**src/rtl/zeroriscy_ppu_ctrl.sv**
```systemverilog
// Sequencing controller between the EX stage and the posit unit: captures operands,
// issues a single start pulse, waits for the result (or times out) and hands it back.
module zeroriscy_ppu_ctrl #(
    parameter int unsigned OP_W        = 3,
    parameter int unsigned TIMEOUT_CYC = 15,
    parameter int unsigned CNT_W       = 8
) (
    input  logic            clk,
    input  logic            rst_n,
    input  logic            en_i,
    input  logic [31:0]     operand_a_i,
    input  logic [31:0]     operand_b_i,
    input  logic [OP_W-1:0] operator_i,
    input  logic            kill_i,
    output logic            ppu_valid_o,
    output logic [31:0]     ppu_in1_o,
    output logic [31:0]     ppu_in2_o,
    output logic [OP_W-1:0] ppu_op_o,
    input  logic [31:0]     ppu_out_i,
    input  logic            ppu_valid_i,
    output logic [31:0]     result_o,
    output logic            ready_o,
    output logic            busy_o,
    output logic            timeout_o
);

    typedef enum logic [2:0] {
        IDLE,
        ISSUE,
        WAIT,
        DONE,
        DRAIN
    } state_e;

    localparam logic [CNT_W-1:0] CNT_LAST = CNT_W'(TIMEOUT_CYC - 1);
    localparam logic [31:0]      NAR      = 32'h8000_0000;

    state_e          state_q;
    logic [31:0]     in1_q;
    logic [31:0]     in2_q;
    logic [OP_W-1:0] op_q;
    logic [31:0]     result_q;
    logic [CNT_W-1:0] cnt_q;
    logic            ready_q;
    logic            timeout_q;
    logic            cntLast;

    // A kill in the last WAIT cycle enters DRAIN one past the limit, hence >=.
    assign cntLast = (cnt_q >= CNT_LAST);

    always_ff @(posedge clk or negedge rst_n) begin
        if (!rst_n) begin
            state_q   <= IDLE;
            in1_q     <= '0;
            in2_q     <= '0;
            op_q      <= '0;
            result_q  <= '0;
            cnt_q     <= '0;
            ready_q   <= 1'b0;
            timeout_q <= 1'b0;
        end else begin
            ready_q   <= 1'b0;
            timeout_q <= 1'b0;
            case (state_q)
                IDLE: begin
                    if (en_i && !kill_i) begin
                        in1_q   <= operand_a_i;
                        in2_q   <= operand_b_i;
                        op_q    <= operator_i;
                        state_q <= ISSUE;
                    end
                end
                ISSUE: begin
                    cnt_q <= '0;
                    if (kill_i) begin
                        state_q <= IDLE;
                    end else if (ppu_valid_i) begin
                        result_q <= ppu_out_i;
                        ready_q  <= 1'b1;
                        state_q  <= DONE;
                    end else begin
                        state_q <= WAIT;
                    end
                end
                WAIT: begin
                    cnt_q <= cnt_q + 1'b1;
                    if (kill_i) begin
                        state_q <= DRAIN;
                    end else if (ppu_valid_i) begin
                        result_q <= ppu_out_i;
                        ready_q  <= 1'b1;
                        state_q  <= DONE;
                    end else if (cntLast) begin
                        result_q  <= NAR;
                        ready_q   <= 1'b1;
                        timeout_q <= 1'b1;
                        state_q   <= DONE;
                    end
                end
                DONE: begin
                    state_q <= IDLE;
                end
                DRAIN: begin
                    // The in-flight result is dropped; result_o keeps the last completion.
                    cnt_q <= cnt_q + 1'b1;
                    if (ppu_valid_i || cntLast) begin
                        state_q <= IDLE;
                    end
                end
                default: begin
                    state_q <= IDLE;
                end
            endcase
        end
    end

    assign ppu_valid_o = (state_q == ISSUE) && !kill_i;
    assign ppu_in1_o   = in1_q;
    assign ppu_in2_o   = in2_q;
    assign ppu_op_o    = op_q;
    assign result_o    = result_q;
    assign ready_o     = ready_q;
    assign timeout_o   = timeout_q;
    assign busy_o      = (state_q != IDLE);

endmodule

```
**config.mk**
```make
export PLATFORM = sky130hd
export DESIGN_NAME = zeroriscy_ppu_ctrl
export DESIGN_NICKNAME = d
export VERILOG_FILES = /design/src/rtl/zeroriscy_ppu_ctrl.sv
export SDC_FILE = /design/constraint.sdc
export NUM_CORES = 1
export LEC_CHECK = 0
export CAP_MARGIN = 20
export CORE_MARGIN = 2
export CORE_UTILIZATION = 30
export DETAILED_ROUTE_END_ITERATION = 16
export PLACE_DENSITY = 0.72
export SETUP_SLACK_MARGIN = 0.15
export SYNTH_ARGS = -nofsm -noshare
export SYNTH_HDL_FRONTEND = slang
export SYNTH_SLANG_ARGS = --single-unit
```
**constraint.sdc**
```tcl
create_clock -name clk -period 1.95 [get_ports clk]
set_input_delay 0.39 -clock clk [delete_from_list [all_inputs] [get_ports clk]]
set_output_delay 0.39 -clock clk [all_outputs]
set_load 0.03 [all_outputs]
```
==> impl_results.html <==
<table>
<tr><th>Metric</th><th>Value</th></tr>
<tr><th colspan="2">Run status</th></tr>
<tr><td>Result of the run</td><td>finished, final reports clean</td></tr>
<tr><th colspan="2">Timing</th></tr>
<tr><td>Max Freq</td><td>565 MHz</td></tr>
<tr><td>Final Max Slew Viols</td><td>0</td></tr>
<tr><td>Endpoints failing hold</td><td>0</td></tr>
<tr><td>Transition time at the pin with the least slew margin</td><td>0.467 ns</td></tr>
<tr><td>Skew final</td><td>0.00611 ns</td></tr>
<tr><td>Smallest hold slack</td><td>a little over 0.4 ns</td></tr>
<tr><td>Final-layout setup total negative slack</td><td>0 ns</td></tr>
<tr><td>Final worst path period need</td><td>1.77 ns</td></tr>
<tr><td>Max-slew headroom</td><td>68.8%</td></tr>
<tr><td>Final Cycle Share</td><td>90.8%</td></tr>
<tr><td>Post-route worst setup slack</td><td>~0.18 ns</td></tr>
<tr><td>Setup violators final</td><td>0</td></tr>
<tr><td>Unrepaired setup endpoints after global routing</td><td>yes</td></tr>
<tr><th colspan="2">Floorplanning</th></tr>
<tr><td>Initial Utilization</td><td>30.5%</td></tr>
<tr><td>Placeable core region</td><td>15000 um2</td></tr>
<tr><td>Vertical die dimension</td><td>128 um</td></tr>
<tr><td>Die outline area</td><td>16300 um2</td></tr>
<tr><td>I/O Pins</td><td>207</td></tr>
<tr><td>Num rows</td><td>45</td></tr>
<tr><td>X dimension of the die</td><td>128 um</td></tr>
<tr><th colspan="2">GRT</th></tr>
<tr><td>First-pass GRT wire length</td><td>19200 um</td></tr>
<tr><td>Maximum number of pins on one net before global-route repair</td><td>between 40 and 50</td></tr>
<tr><td>Number of antenna violations at the first check in global routing</td><td>0</td></tr>
<tr><td>Global-route congestion overflow total</td><td>0</td></tr>
<tr><td>Via count of the first global-routing pass</td><td>3624</td></tr>
<tr><td>Global router's overall resource usage</td><td>15.0%</td></tr>
<tr><th colspan="2">Final layout</th></tr>
<tr><td>Area growth from synthesis to layout</td><td>60.9%</td></tr>
<tr><td>Final standard cell count with taps included and fillers excluded</td><td>706</td></tr>
<tr><td>Final non-filler cell area</td><td>7370 um2</td></tr>
<tr><td>Fraction of layout instances using a drive strength above 1</td><td>24.1%</td></tr>
<tr><td>Ant. Diodes</td><td>0</td></tr>
<tr><td>Flip-flop and latch area</td><td>2810 um2</td></tr>
<tr><td>Layout Nets</td><td>619</td></tr>
<tr><td>Count of filler cells inserted in the layout</td><td>1292</td></tr>
<tr><td>Multi-input gate area</td><td>about 1600 um2</td></tr>
<tr><th colspan="2">Routing</th></tr>
<tr><td>Vias post-DR</td><td>3276</td></tr>
<tr><td>Final ANT Viol Nets</td><td>0</td></tr>
<tr><td>Final routed DRC violation total</td><td>0</td></tr>
<tr><td>Per-cell routed wire length</td><td>17.2 um</td></tr>
<tr><td>Final WL</td><td>between 10000 and 15000 um</td></tr>
<tr><td>Post-detailed-route via-to-cell ratio</td><td>approximately 4.6</td></tr>
<tr><td>Number of iterations in the first detailed-routing pass</td><td>4</td></tr>
<tr><td>Initial drt markers</td><td>about 160</td></tr>
<tr><th colspan="2">Logic synthesis</th></tr>
<tr><td>Synth Warn #</td><td>0</td></tr>
<tr><td>Most frequently used cell type in the post-synthesis netlist</td><td>sky130_fd_sc_hd__dfrtp_1</td></tr>
<tr><td>Basic-gate share of the synthesized area counting and, or, nand and nor cells</td><td>4.75%</td></tr>
<tr><td>Sequential element share of the synthesized area</td><td>61.2%</td></tr>
<tr><td>Dominant combinational cell family by area after synthesis</td><td>multiplexers</td></tr>
<tr><td>Netlist area before placement</td><td>around 4600 um2</td></tr>
<tr><td>Fraction of the mapped netlist area in compound gates</td><td>around a tenth</td></tr>
<tr><td>Synthesized flop and latch total</td><td>between 100 and 150</td></tr>
<tr><td>Synthesized instance count</td><td>approximately 290</td></tr>
<tr><td>Number of flops mapped to enable cells by yosys</td><td>0</td></tr>
<tr><td>Commonest register cell after synthesis</td><td>sky130_fd_sc_hd__dfrtp_1</td></tr>
<tr><td>Yosys cell types</td><td>49</td></tr>
<tr><td>Number of nets in the synthesized netlist</td><td>398</td></tr>
<tr><td>Post-synthesis share of cell area spent on full adders, half adders and majority gates</td><td>less than 1%</td></tr>
<tr><td>Portion of synthesized cell area occupied by the leading cell type</td><td>61.2%</td></tr>
<tr><td>Share of flip-flops with an asynchronous set or reset</td><td>100%</td></tr>
<tr><td>Post-synthesis average cell area</td><td>15.7 um2</td></tr>
<tr><td>Top cells by instance count after synthesis</td><td>112 x sky130_fd_sc_hd__dfrtp_1, 37 x sky130_fd_sc_hd__mux2_2, 31 x sky130_fd_sc_hd__a22o_1</td></tr>
<tr><td>Proportion of synthesized area in mux cells</td><td>18.9%</td></tr>
<tr><td>Ranking of synthesized cells by area</td><td>sky130_fd_sc_hd__dfrtp_1 61%, sky130_fd_sc_hd__mux2_4 9.8%, sky130_fd_sc_hd__mux2_2 9.1%</td></tr>
<tr><td>Area leader, netlist</td><td>sky130_fd_sc_hd__dfrtp_1</td></tr>
<tr><td>Synthesized-area fraction occupied by xor and xnor cells</td><td>0.929%</td></tr>
<tr><th colspan="2">Critical path</th></tr>
<tr><td>Sort of element at the end of the critical path</td><td>output port</td></tr>
<tr><td>Slowest cell on the critical path</td><td>sky130_fd_sc_hd__clkdlybuf4s50_1</td></tr>
<tr><td>Cells traversed along the worst timing path</td><td>clkdlybuf4s50_1</td></tr>
<tr><td>Crit path launch type</td><td>flip-flop</td></tr>
<tr><td>Critical Path AT</td><td>1.38 ns</td></tr>
<tr><td>Worst-path maximum fanout</td><td>2</td></tr>
<tr><td>Worst stage delay on the critical path</td><td>roughly 0.67 ns</td></tr>
<tr><td>Category of the critical setup timing path</td><td>flip-flop to output port</td></tr>
<tr><td>Data required time of the critical path</td><td>1.56 ns</td></tr>
<tr><td>Largest delay share family, worst path</td><td>buffers and inverters</td></tr>
<tr><td>Buffers plus inverters on the worst setup path</td><td>1</td></tr>
<tr><th colspan="2">CTS</th></tr>
<tr><td>Buffer depth of the longest clock path</td><td>2</td></tr>
<tr><td>Clock tree root buffer cell</td><td>sky130_fd_sc_hd__clkbuf_16</td></tr>
<tr><td>Skew-Pair Late Insertion Delay</td><td>approximately 0.35 ns</td></tr>
<tr><td>Number of sinks handled by clock tree synthesis</td><td>112</td></tr>
<tr><td>Deepest level of the CTS H-tree</td><td>3</td></tr>
<tr><td>Clock transition time at the flip-flop clock pins of the worst setup and hold paths</td><td>0.07 ns</td></tr>
<tr><td>Clock buffer count from CTS</td><td>9</td></tr>
<tr><td>CTS tree</td><td>yes</td></tr>
<tr><th colspan="2">Power and ir drop</th></tr>
<tr><td>Pleak</td><td>3.71 nW</td></tr>
<tr><td>PwrDens</td><td>1490 nW/um2</td></tr>
<tr><td>Largest voltage drop on the vdd net</td><td>0.714 mV</td></tr>
<tr><th colspan="2">Place</th></tr>
<tr><td>Total half-perimeter wirelength after legalization and detailed placement</td><td>approximately 8800 um</td></tr>
<tr><td>Cell Area, Placed</td><td>6890 um2</td></tr>
<tr><td>Placed Cells</td><td>679</td></tr>
<tr><td>IO buf count</td><td>206</td></tr>
<tr><td>Pre-CTS setup slack</td><td>0.0775 ns</td></tr>
<tr><td>Final weighted congestion of routability-driven global placement</td><td>0.719</td></tr>
<tr><th colspan="2">Flow run</th></tr>
<tr><td>Max cap viols</td><td>0</td></tr>
<tr><th colspan="2">Worst hold path</th></tr>
<tr><td>Worst min-delay path category</td><td>input pin to flip-flop</td></tr>
</table>
[path summary, 6_finish.rpt]
kind	start	end	slack, ns	cells after the start
max reg2reg	cnt_q[0]	result_o[31]	0.21	8
min reg2reg	ppu_in2_o[21]	ppu_in2_o[21]	0.50	1
min in group asynchronous	rst_n	ppu_in1_o[5]	0.54	2
min	kill_i	state_q[0]	0.41	3
max in group asynchronous	rst_n	ppu_op_o[2]	0.79	3
max	result_o[28]	result_o[28]	0.18	1
[power breakdown]
| group | switching, mW | leakage [nW] | internal, mW | total [mW] |
|---|---|---|---|---|
| registers | 0.515 | 1.35 | 3.25 | 3.77 |
| logic | 2.89 | 2.22 | 2.36 | 5.25 |
| clock network | 0.861 | 0.141 | 1.07 | 1.93 |
[cell usage in the layout, fill, tap and decap left out, types with 3 or more instances in the layout]
| cell | netlist | routed |
|---|---|---|
| sky130_fd_sc_hd__buf_12 | 0 | 7 |
| sky130_fd_sc_hd__dlygate4sd2_1 | 0 | 44 |
| sky130_fd_sc_hd__dlymetal6s2s_1 | 0 | 49 |
| sky130_fd_sc_hd__buf_4 | 1 | 15 |
| sky130_fd_sc_hd__nand2_1 | 4 | 4 |
| sky130_fd_sc_hd__mux2_2 | 37 | 37 |
| sky130_fd_sc_hd__a221oi_1 | 3 | 3 |
| sky130_fd_sc_hd__dfrtp_1 | 112 | 109 |
| sky130_fd_sc_hd__clkinvlp_4 | 0 | 3 |
| sky130_fd_sc_hd__nor2_1 | 5 | 4 |
| sky130_fd_sc_hd__clkbuf_16 | 0 | 9 |
| sky130_fd_sc_hd__inv_1 | 3 | 3 |
| sky130_fd_sc_hd__xor2_1 | 3 | 3 |
| sky130_fd_sc_hd__a31oi_1 | 3 | 3 |
| sky130_fd_sc_hd__clkdlybuf4s50_1 | 0 | 110 |
| sky130_fd_sc_hd__a22o_1 | 31 | 31 |
| sky130_fd_sc_hd__o21ai_1 | 3 | 3 |
| sky130_fd_sc_hd__mux2_4 | 30 | 30 |
| sky130_fd_sc_hd__dfrtp_2 | 0 | 3 |
| sky130_fd_sc_hd__nand3_1 | 5 | 5 |
[flip-flops by register name, summed over array words and instances, names as in the netlist]
name / count
state_q: 3
ppu_op_o: 3
timeout_o: 1
ppu_in1_o: 32
cnt_q: 8
ppu_in2_o: 32
ready_o: 1
result_o: 32
[per-stage QoR]
stage               total power [mW]  utilization [%]
finish                          10.9             49.0
global route                    11.5             49.0
CTS                             11.1             47.9
detailed placement              9.40             45.8
global placement                9.27             45.8
floorplan                       6.92                -
[cell families after synthesis]
logic type	count (synthesis)
AO/OA/AOI/OAI	53
XOR/XNOR	4
adder cells (fa/ha/maj)	2
flip-flops	112
AND/OR/NAND/NOR	33
multiplexers	67
buffers and inverters	21
[cell type report]
type,count,area share [%]
inverters,3,0.153
well taps,188,3.19
flip-flops and latches,112,38.1
clock inverters,4,0.713
repair buffers,228,32.4
multi-input cells,159,22.0
clock buffers,12,3.48
[what timing repair did]
item	CTS	global route
pin swaps	0	2
buffers inserted	5	5
hold buffers	1	0
setup endpoints to repair	46	53
hold endpoints to repair	29	0
resized for setup	49	51
[per-layer routing]
metal	GRT usage [%]	vias up	routed length (um)
li1	-	1505	-
met1	17.8	1619	4920
met2	24.7	133	6080
met3	4.73	19	850
met4	6.98	0	295
met5	0	-	0
Note: power is estimated with default switching activity, not from simulation.
